## src/rtl/mux_serializer_ctrl.sv

```systemverilog
// Drives an 8:1 mux (D/S/EN) one select per clock, samples its Y output back into a
// serial stream and a loopback capture word, and flags a launch/capture mismatch.
module mux_serializer_ctrl #(
    parameter bit          LSB_FIRST  = 1'b1,
    parameter int unsigned GAP_CYCLES = 0
) (
    input  logic       CLK,
    input  logic       RST_N,
    input  logic       START,
    input  logic [7:0] DIN,
    output logic       BUSY,
    output logic [7:0] D,
    output logic [2:0] S,
    output logic       EN,
    input  logic       Y,
    output logic       SOUT,
    output logic       SVALID,
    output logic       DONE,
    output logic [7:0] RXWORD,
    output logic       ERR
);

    localparam logic [2:0] FirstIdx = LSB_FIRST ? 3'd0 : 3'd7;
    localparam logic [2:0] LastIdx  = LSB_FIRST ? 3'd7 : 3'd0;
    // Counter is preloaded with GAP_CYCLES-1 so GAP lasts exactly GAP_CYCLES cycles.
    localparam logic [3:0] GapLoad  = (GAP_CYCLES == 0) ? 4'd0 : 4'(GAP_CYCLES - 1);

    typedef enum logic [1:0] {StIdle, StShift, StFinish, StGap} state_e;

    state_e     state;
    logic [3:0] gap_cnt;
    logic [7:0] rx_next;

    // Capture word with the current mux sample merged in, so ERR can see the last bit.
    always_comb begin
        rx_next    = RXWORD;
        rx_next[S] = Y;
    end

    always_ff @(posedge CLK or negedge RST_N) begin
        if (!RST_N) begin
            state   <= StIdle;
            gap_cnt <= 4'd0;
            D       <= 8'd0;
            S       <= 3'd0;
            EN      <= 1'b1;
            SOUT    <= 1'b0;
            SVALID  <= 1'b0;
            DONE    <= 1'b0;
            BUSY    <= 1'b0;
            RXWORD  <= 8'd0;
            ERR     <= 1'b0;
        end else begin
            unique case (state)
                StIdle: begin
                    EN     <= 1'b1;
                    SVALID <= 1'b0;
                    if (START) begin
                        D      <= DIN;
                        S      <= FirstIdx;
                        EN     <= 1'b0;
                        BUSY   <= 1'b1;
                        RXWORD <= 8'd0;
                        ERR    <= 1'b0;
                        state  <= StShift;
                    end
                end
                StShift: begin
                    SOUT   <= Y;
                    SVALID <= 1'b1;
                    RXWORD <= rx_next;
                    if (S == LastIdx) begin
                        EN    <= 1'b1;
                        DONE  <= 1'b1;
                        ERR   <= (rx_next != D);
                        state <= StFinish;
                    end else if (LSB_FIRST) begin
                        S <= S + 3'd1;
                    end else begin
                        S <= S - 3'd1;
                    end
                end
                StFinish: begin
                    DONE   <= 1'b0;
                    SVALID <= 1'b0;
                    if (GAP_CYCLES == 0) begin
                        BUSY  <= 1'b0;
                        state <= StIdle;
                    end else begin
                        gap_cnt <= GapLoad;
                        state   <= StGap;
                    end
                end
                StGap: begin
                    EN <= 1'b1;
                    if (gap_cnt == 4'd0) begin
                        BUSY  <= 1'b0;
                        state <= StIdle;
                    end else begin
                        gap_cnt <= gap_cnt - 4'd1;
                    end
                end
                default: state <= StIdle;
            endcase
        end
    end

endmodule

```

## config.mk

```make
export PLATFORM = sky130hd
export DESIGN_NAME = mux_serializer_ctrl
export DESIGN_NICKNAME = d
export VERILOG_FILES = /design/src/rtl/mux_serializer_ctrl.sv
export SDC_FILE = /design/constraint.sdc
export NUM_CORES = 1
export LEC_CHECK = 0
export CAP_MARGIN = 25
export CORE_UTILIZATION = 30
export CTS_CLUSTER_SIZE = 12
export DETAILED_ROUTE_END_ITERATION = 12
export GPL_ROUTABILITY_DRIVEN = 0
export PLACE_DENSITY = 0.61
export SYNTH_ARGS = -nofsm -noshare
export SYNTH_HDL_FRONTEND = slang
export SYNTH_SLANG_ARGS = --single-unit
```

## constraint.sdc

```tcl
create_clock -name CLK -period 3.79 [get_ports CLK]
set_input_delay 0.758 -clock CLK [delete_from_list [all_inputs] [get_ports CLK]]
set_output_delay 0.758 -clock CLK [all_outputs]
set_load 0.02 [all_outputs]
```

# Word-level counts from Yosys, hierarchy flattened
# Cells that the tools add are included.
# W data, S select, Z words.
# op_classes
add_sub_neg	2
multipliers	0
div	0
n_lt_le_gt_ge	2
eq_ne	9
shifts	0
mux	23
n_bitwise	1
n_reduce_logical	18
# ops
cell	n
$pmux W8 S2	1
$reduce_and A3 Y1	4
$reduce_and A2 Y1	5
$bwmux W8	1
$mux W8	1
$ne A2 B2 Y1 const B	4
$ne A8 B8 Y1	1
$pmux W2 S4	1
$mux W1	7
$mux W2	3
$mux W3	2
$pmux W1 S2	3
$pmux W1 S3	2
$pmux W3 S2	1
$reduce_bool A2 Y1	3
$reduce_bool A3 Y1	2
$eq A2 B2 Y1 const B	2
$logic_not A4 Y1	1
$lt A3 B4 Y1 const B	1
$sub A4 B1 Y4 const B	1
$add A3 B1 Y3 const B	1
$demux W1 S3	1
$eq A3 B3 Y1 const B	1
$ge A3 B1 Y1 const B	1
other kinds (5)	5
# totals
reg_bits	31
latchBits	0
ramBits	0
mem_bits_ro	0
inputBits	12
out_inout_bits	25
word_cells	66
mem_count	0

# Longest topological paths before layout
# Gate-level depths: netlist of run 1.
# logic_depth
word_depth	8
ltp_mapped	7
depth_no_buf	6

# Worst setup path before layout of run 1
# OpenSTA, ideal clock, no wires.
# synth_timing
path_kind	input to register
from	input port Y
to	register ERR
setup_ns	0.124
arrival_ns	2.201
required_ns	3.666
path_slack_ns	1.466
stages	6
n_path_buf	1
path_cell_list	clkbuf_1 > nand3_1 > o22ai_1 > or4b_1 > or4_1 > o31a_1
# synth_between
elab_chain_cells	4
# synth_rtl
element	line	rtl
from (decl)	15	input logic Y,
$bwmux W8	37	rx_next[S] = Y;
$ne A8 B8 Y1	75	ERR <= (rx_next != D);
$mux W1	72	if (S == LastIdx) begin
$pmux W1 S2	54	unique case (state)
to (signal assigned)	75	
to (decl)	20	output logic ERR
# Every way passes these cells. The select of a mux whose other input is x is not followed.
# A chain may end at the register's enable or synchronous reset.

# Worst setup path in the final report of run 1
# Same ends and word-level chain as after synthesis.

==> flow_metrics.tcl, run 1 <==
set metrics [dict create \
    outcome "complete, no violations" \
    dieArea_um2 5970 \
    first_pass_iters 4 \
    fmax_mhz 369 \
    final_antenna_net_count 0 \
    setup_tns_ps 0 \
    fillers 566 \
    cts_hold_buf 0 \
    synth_cells 175 \
    clock_latency_ps 290 \
    routed_wl_um 3950 \
    syn_area_um2 1700 \
    nets 223 \
    grt_max_degree 32 \
    yosys-top-cells-area "dfrtp_1, o21ai_0, mux2_2, mux2i_1, nand2_1" \
    grt_pass1_wl_um 6490 \
    max-cap-violations 0 \
    antenna_found_initial 0 \
    ys.flop_type "dfrtp_1" \
    die-height_um 77.3 \
    critPathMaxFanout 11 \
    pin_count 37 \
    end_kind "register" \
    grtUsageTotal_pct 14.2 \
    synth_cell_types 44 \
    grt_busiest_layer "met2" \
    clock-root-buffer "clkbuf_8" \
    drt_iter0_drc 63 \
    synth-edff-count 0 \
    setup_viol 0 \
    cp_data_arrival_time_ps 2880 \
    slew_headroom_pct 44.4 \
    final_area_um2 2200 \
    clk_pin_slew_ps 70 \
    cts_sinks 31 \
    drive_above_1_share_pct 11.0 \
    routedWlPerCell_um 14.0 \
    hold_viol_final 0 \
    viasPerCell 5.02 \
    multiInputGateArea_um2 836 \
    route.detailed.drc 0 \
    worstHoldPathType "register to register" \
    rsz0062_at_grt "false" \
    postPlaceCellArea_um2 2110 \
    drv_slew 0 \
    cts_resized 0 \
    vdd_ir_drop_max_v 0.000352 \
    start_kind "input pin" \
    synth_most_common_cell "dfrtp_1" \
    portBuffers 36 \
    netlist.top_cell.by_area "dfrtp_1" \
    leakage_nw 0.901 \
    die_x_um 77.3 \
    initial_core_util_pct 31.1 \
    num_antenna_cells 0 \
    met2_usage_pct 22.0 \
    postCtsSetupRepairBufs 0 \
    fin_crit_ps 2710 \
    grt_use_met3_pct 3.21 \
    final_util_pct 40.2 \
    ctsHtreeMaxLevel 2 \
    p_per_area_nw_per_um2 850 \
    clock_path_buffers 2 \
    syn_nets 190 \
    grt_pass1_vias 1334 \
    crit_type "input pin to register" \
    core_area_um2 5470 \
    synth_common_cells "dfrtp_1, nand2_1, o21ai_0, clkbuf_1" \
    yosysSeqAreaShare_pct 45.7 \
    synth.avg_cell_area_um2 9.72 \
    ff_latch_area_um2 777 \
    numCtsBuffers 5 \
    synth.top_cell.area_share_pct 44.2 \
    dr_total_vias 1412 \
    met1_usage_pct 18.3 \
    finClkSkew_ps 7.37 \
    cts_tree "built" \
    cp_data_required_time_ps 3960 \
    synth-seq-cells 31 \
    tightest_slew_ps 830 \
    num_rows 27 \
    dpl.hpwl_um 2670 \
    timing.final.crit_share_pct 71.5 \
    gr-total-overflow 0 \
    async_flop_share_pct 100 \
    yosys_warnings 0 \
    syn_to_final_growth_pct 29.4 \
]
layout make-up:
type | instances | share of cell area [%]
Timing Repair Buffer | 38 | 17.1
Clock buffer | 7 | 3.92
Multi-Input combinational cell | 124 | 38.0
Sequential cell | 31 | 35.3
Clock inverter | 1 | 0.228
Inverter | 8 | 1.37
Tap cell | 72 | 4.10
path summary, 6_finish.rpt:
check	start	end	slack (ps)	cells after the start
min in group asynchronous	RST_N	gap_cnt[0]$_DFFE_PN0P_	860	2
worst max-delay path	Y	ERR$_DFFE_PN0P_	1080	6
max in group asynchronous	RST_N	EN$_DFFE_PN1P_	2600	2
worst min register to register	gap_cnt[3]$_DFFE_PN0P_	gap_cnt[3]$_DFFE_PN0P_	460	1
worst min-delay path	gap_cnt[3]$_DFFE_PN0P_	gap_cnt[3]$_DFFE_PN0P_	460	1
worst max register to register	S[1]$_DFFE_PN0P_	ERR$_DFFE_PN0P_	1170	5
worst max-delay path, stage by stage:
cell and delay, ps:
clkdlybuf4s50_1 690, or3b_2 190, o22ai_1 60, or4b_1 460, or4_1 420, o31a_1 300
kinds of logic after synthesis:
logic type,count (synthesis),synth area share [%]
buffers and inverters,20,5.15
XOR/XNOR,6,3.09
multiplexers,18,12.0
AND/OR/NAND/NOR,56,17.4
adder cells (fa/ha/maj),3,2.21
flip-flops,31,45.7
AO/OA/AOI/OAI,41,14.4
state kept, by name (all words and copies together), names as in the netlist:
register,cells
S,3
RXWORD,8
BUSY,1
gap_cnt,4
SOUT,1
D,8
ERR,1
DONE,1
EN,1
SVALID,1
state,2
layout by cell type (no fill, tap or decap), types with 3 or more instances in the layout:
cell and instances:
a21oi_1 7, xnor2_1 4, clkdlybuf4s50_1 36, nand2_1 21, o21ai_0 20, nor3_1 3
nand3b_1 3, dfrtp_1 30, mux2_2 8, nor2b_1 4, ha_1 3, clkbuf_8 6
inv_1 8, nor2_1 6, nand3_1 5, mux2i_1 8
metrics by stage:
stage / hold slack (ps) / worst slack, ps / std cells / power, W
5_1_grt: 480 / 1010 / 281 / 0.00201
4_1_cts: 468 / 1100 / 281 / 0.00189
2_1_floorplan: 434 / 1470 / 175 / 0.00124
3_3_place_gp: 455 / 859 / 273 / 0.00160
6_report: 460 / 1080 / 281 / 0.00187
3_5_place_dp: 456 / 798 / 273 / 0.00161
report_power, final:
group	leakage, nW	internal (W)	switching, W	total, W
sequential	0.383	0.000462	0.000220	0.000683
clock	0.0482	0.000146	0.000125	0.000272
combinational	0.470	0.000465	0.000451	0.000915
metal layers:
| layer | wire length (um) | up-vias |
|---|---|---|
| met5 | 0 | - |
| met4 | 83 | 0 |
| met3 | 130 | 5 |
| met2 | 1830 | 31 |
| met1 | 1900 | 690 |
| li1 | - | 686 |
No activity file was read; power rests on OpenSTA's default activity.
==> inputs of run 2 (changes only) <==
==> constraint.sdc (replaced) <==
create_clock -name CLK -period 2.56 [get_ports CLK]
set_input_delay 0.512 -clock CLK [delete_from_list [all_inputs] [get_ports CLK]]
set_output_delay 0.512 -clock CLK [all_outputs]
set_load 0.02 [all_outputs]
==> run 2 against run 1 <==
  * Final cell count increased by 3.6%
  * Register-to-register slack got worse by 810 ps
  * Combinational power increased by 65%
  * Clock-buffer cell count unchanged
  * Sequential cell count unchanged
  * Worst hold slack about the same
  * Via count increased by 2.3%
  * Global-route usage increased by 1.4 points
  * Worst setup slack got worse by 720 ps
  * Utilization increased by 1.4 points
  * Clock power increased by 48%
  * Sequential power increased by 38%
  * Critical path type is now register to register
  * Largest cell class unchanged
==> flow_metrics.tcl, run 2 (synthesized netlist as in run 1, its figures left out) <==
set metrics [dict create \
    core_area_um2 5470 \
    antenna_found_initial 0 \
    worstHoldPathType "register to register" \
    gr-total-overflow 0 \
    critPathMaxStageDelay_ps 570 \
    tightest_slew_ps 486 \
    routedWlPerCell_um 14.1 \
    start_kind "register" \
    dpl.hpwl_um 2870 \
    reg.largest.list "D x8, RXWORD x8, gap_cnt x4" \
    outcome "complete, no violations" \
    critPathMaxFanout 12 \
    cpMaxStageDelayCell "dfrtp_1" \
    p_per_area_nw_per_um2 1260 \
    dr_total_vias 1445 \
    layout_commonest_cell "clkdlybuf4s50_1" \
    portBuffers 36 \
    routed_wl_um 4120 \
    fin_crit_ps 2200 \
    grt_use_met3_pct 3.33 \
    initial_core_util_pct 31.1 \
    num_rows 27 \
    first_pass_iters 4 \
    grtUsageTotal_pct 15.6 \
    fmax_mhz 454 \
    postCtsSetupRepairBufs 0 \
    vdd_ir_drop_max_v 0.000544 \
    clock-root-buffer "clkbuf_8" \
    rsz0062_at_grt "false" \
    pin_count 37 \
    drive_above_1_share_pct 15.1 \
    drv_slew 0 \
    drt_iter0_drc 90 \
    final_cell_mix "clkdlybuf4s50_1, dfrtp_1, nand2_1" \
    grt_busiest_layer "met2" \
    viasPerCell 4.97 \
    cts_resized 0 \
    leakage_nw 0.952 \
    numCtsBuffers 5 \
    slew_headroom_pct 67.6 \
    cts_tree "built" \
    grt_pass1_wl_um 7130 \
    clock_path_buffers 2 \
    layoutNonFillerInstCount 291 \
    max-cap-violations 0 \
    pre_cts_ws_ps 89.6 \
    timing.final.crit_share_pct 86.1 \
    setup_tns_ps 0 \
    cp_data_arrival_time_ps 2370 \
    nets 233 \
    dieArea_um2 5970 \
    crit_path_start "S[0]$_DFFE_PN0P_" \
    final_util_pct 41.6 \
    met2_usage_pct 23.5 \
    min_from "gap_cnt[3]$_DFFE_PN0P_" \
    cp_data_required_time_ps 2730 \
    die-height_um 77.3 \
    clk_pin_slew_ps 70 \
    crit_chain "nor2b_2 -> a21oi_1 -> or4b_1 -> or4_1 -> o31a_1" \
    grt_pass1_vias 1461 \
    syn_to_final_growth_pct 33.8 \
    ff_latch_area_um2 777 \
    fin_ws_ps 356 \
    met1_usage_pct 20.0 \
    fillers 565 \
    cts_sinks 31 \
    end_kind "register" \
    r2r-start "S[0]$_DFFE_PN0P_" \
    cp_num_buf_inv 0 \
    critPathTopFamily "simple AND/OR/NAND/NOR gates" \
    placed_cells 283 \
    setup_viol 0 \
    crit_type "register to register" \
    cts_hold_buf 0 \
    multiInputGateArea_um2 836 \
    power_w 0.00286 \
    clock_latency_ps 280 \
    num_antenna_cells 0 \
    route.detailed.drc 0 \
    hold_viol_final 0 \
    grt_max_degree 32 \
    die_x_um 77.3 \
    finClkSkew_ps 8.72 \
    ctsHtreeMaxLevel 2 \
    final_antenna_net_count 0 \
]
-- run 2: worst register-to-register path, stage by stage (launching register included) --
cell,delay [ps]
dfrtp_1,570
nor2b_2,250
a21oi_1,90
or4b_1,480
or4_1,400
o31a_1,300
-- run 2: final timing paths --
check	end	slack [ps]	cells after the start
worst max-delay path	ERR$_DFFE_PN0P_	360	5
worst min-delay path	gap_cnt[3]$_DFFE_PN0P_	460	1
worst max register to register	ERR$_DFFE_PN0P_	360	5
worst min register to register	gap_cnt[3]$_DFFE_PN0P_	460	1
max in group asynchronous	EN$_DFFE_PN1P_	1620	2
min in group asynchronous	gap_cnt[3]$_DFFE_PN0P_	620	2
-- run 2: power by group --
part           switching, W  internal, W  leakage, nW
sequential         0.000259     0.000686        0.383
clock              0.000186     0.000217       0.0482
combinational      0.000758     0.000754        0.521
-- run 2: metrics by stage --
stage,cell area [um^2],hold slack (ps)
6_report,2270,461
3_3_place_gp,2180,455
4_1_cts,2270,464
3_5_place_dp,2180,450
2_1_floorplan,1700,216
5_1_grt,2270,481
-- run 2: per-layer routing --
| metal | share of wire, % | vias up |
|---|---|---|
| li1 | - | 708 |
| met1 | 47 | 690 |
| met2 | 45 | 39 |
| met3 | 4.4 | 8 |
| met4 | 3.3 | 0 |
| met5 | 0 | - |
-- run 2: area by class of cell --
cell class	count	area share, %
clock buffers	7	3.80
flip-flops and latches	31	34.2
multi-input cells	124	36.7
repair buffers	48	19.8
inverters	8	1.32
clock inverters	1	0.220
well taps	72	3.96
==> inputs of run 3 (changes only) <==
--- a/config.mk
+++ b/config.mk
@@ -6,11 +6,13 @@
 export NUM_CORES = 1
 export LEC_CHECK = 0
 export CAP_MARGIN = 25
+export CELL_PAD_IN_SITES_DETAIL_PLACEMENT = 1
+export CELL_PAD_IN_SITES_GLOBAL_PLACEMENT = 2
 export CORE_UTILIZATION = 30
 export CTS_CLUSTER_SIZE = 12
 export DETAILED_ROUTE_END_ITERATION = 12
 export GPL_ROUTABILITY_DRIVEN = 0
-export PLACE_DENSITY = 0.61
+export PLACE_DENSITY = 0.86
 export SYNTH_ARGS = -nofsm -noshare
 export SYNTH_HDL_FRONTEND = slang
 export SYNTH_SLANG_ARGS = --single-unit
==> constraint.sdc (replaced) <==
create_clock -name CLK -period 2.3 [get_ports CLK]
set_input_delay 0.46 -clock CLK [delete_from_list [all_inputs] [get_ports CLK]]
set_output_delay 0.46 -clock CLK [all_outputs]
set_load 0.02 [all_outputs]
==> run 3 against run 2 <==
  * First-iteration DRC count down 2.2%
  * Worst setup slack worse by 230 ps
  * Clock power up 41%
  * Register-to-register slack worse by 230 ps
  * Sequential share of layout area down 0.86 points
  * Largest power group unchanged
==> flow_metrics.tcl, run 3 (synthesized netlist as in run 1, its figures left out) <==
set metrics [dict create \
    grt_pass1_vias 1580 \
    setup_tns_ps 0 \
    timing.final.crit_share_pct 94.3 \
    cpMaxStageDelayCell "dfrtp_2" \
    outcome "complete, no violations" \
    layout_commonest_cell "clkdlybuf4s50_1" \
    tightest_slew_ps 507 \
    antenna_found_initial 0 \
    grtUsageTotal_pct 17.1 \
    final_util_pct 42.8 \
    pin_count 37 \
    gr-total-overflow 0 \
    clock_path_buffers 2 \
    rsz0062_at_grt "false" \
    die_x_um 77.3 \
    route.detailed.drc 0 \
    die-height_um 77.3 \
    finClkSkew_ps 7.63 \
    met2_usage_pct 28.1 \
    critPathTopFamily "simple AND/OR/NAND/NOR gates" \
    p_switching_w 0.00140 \
    hold_ws_ps 462 \
    pre_cts_ws_ps -148 \
    core_area_um2 5470 \
    clkPwrFrac_pct 16.7 \
    fmax_mhz 461 \
    cp_data_required_time_ps 2470 \
    drive_above_1_share_pct 18.3 \
    clock_latency_ps 290 \
    setup_viol 0 \
    grt_busiest_layer "met2" \
    crit_chain "buf_4 -> or3b_2 -> o22ai_1 -> or4b_1 -> or4_1 -> o31a_1" \
    cp_data_arrival_time_ps 2340 \
    cts_tree "built" \
    final_antenna_net_count 0 \
    max-cap-violations 0 \
    crit_type "register to register" \
    critPathMaxStageDelay_ps 470 \
    clock-root-buffer "clkbuf_8" \
    grt_max_degree 32 \
    vdd_ir_drop_max_v 0.000701 \
    routedWlPerCell_um 15.4 \
    fin_ws_ps 130 \
    p_per_area_nw_per_um2 1450 \
    postCtsSetupRepairBufs 0 \
    grt_use_met3_pct 2.14 \
    ctsHtreeMaxLevel 2 \
    seqPwrFrac_pct 30.5 \
    dpl.hpwl_um 3290 \
    leakage_nw 0.987 \
    num_antenna_cells 0 \
    reg.largest.list "D x8, RXWORD x8, gap_cnt x4" \
    initial_core_util_pct 31.1 \
    start_kind "register" \
    final_cell_mix "clkdlybuf4s50_1, dfrtp_1, nand2_1" \
    nets 238 \
    viasPerCell 4.99 \
    num_rows 27 \
    numCtsBuffers 5 \
    portBuffers 36 \
    clk_pin_slew_ps 70 \
    drt_iter0_drc 88 \
    switching_share_pct 41.2 \
    dr_total_vias 1478 \
    drv_slew 0 \
    fin_crit_ps 2170 \
    first_pass_iters 4 \
    end_kind "register" \
    worstHoldPathType "register to register" \
    hold_viol_final 0 \
    cts_resized 0 \
    cp_num_buf_inv 1 \
    grt_pass1_wl_um 7970 \
    slew_headroom_pct 66.1 \
    cts_sinks 31 \
    p_comb_share_pct 52.8 \
    critPathMaxFanout 8 \
    met1_usage_pct 22.6 \
    routed_wl_um 4560 \
    dieArea_um2 5970 \
    p_int_w 0.00199 \
    syn_to_final_growth_pct 37.7 \
    cts_hold_buf 0 \
]
run 3: cell types whose count changed in the layout (fill, tap and decap cells not counted), sizes merged:
cell    previous run  this run
bufinv             0         1
clkbuf             7         6
buf               12        17
run 3: power by group through the flow:
stage               Sequential, W  Clock, W  Combinational [W]
finish                    0.00103  0.000567            0.00179
floorplan                 0.00118         0           0.000867
detailed placement        0.00104         0            0.00179
CTS                       0.00104  0.000578            0.00181
global placement          0.00103         0            0.00176
global route              0.00108  0.000599            0.00195
run 3: path summary, 6_finish.rpt:
kind | slack, ps | endpoint | from | cells past startpoint
setup / recovery | 130 | ERR$_DFFE_PN0P_ | S[0]$_DFFE_PN0P_ | 6
hold / removal | 460 | gap_cnt[3]$_DFFE_PN0P_ | gap_cnt[3]$_DFFE_PN0P_ | 1
setup reg to reg | 130 | ERR$_DFFE_PN0P_ | S[0]$_DFFE_PN0P_ | 6
hold reg to reg | 460 | gap_cnt[3]$_DFFE_PN0P_ | gap_cnt[3]$_DFFE_PN0P_ | 1
max in group asynchronous | 1410 | EN$_DFFE_PN1P_ | RST_N | 2
min in group asynchronous | 560 | gap_cnt[3]$_DFFE_PN0P_ | RST_N | 2
run 3: area by class of cell:
| type | instances | area (um^2) |
|---|---|---|
| well taps | 72 | 90.1 |
| clock buffers | 6 | 82.6 |
| fillers | 644 | 3130 |
| clock inverters | 2 | 35.0 |
| inverters | 8 | 30.0 |
| repair buffers | 53 | 488 |
| multi-input cells | 124 | 836 |
| flip-flops and latches | 31 | 779 |
run 3: metal layers:
layer / vias to the layer above / share of wire (%)
li1: 716 / -
met5: - / 0
met3: 5 / 2.2
met4: 0 / 1.6
met2: 23 / 49
met1: 734 / 47
run 3: stage by stage:
step / power, W / cell area [um^2] / std cells
final: 0.00339 / 2340 / 296
after global routing: 0.00363 / 2340 / 296
after CTS: 0.00342 / 2340 / 296
after detailed placement: 0.00284 / 2220 / 288
after global placement: 0.00279 / 2220 / 288
after floorplan: 0.00205 / 1700 / 175
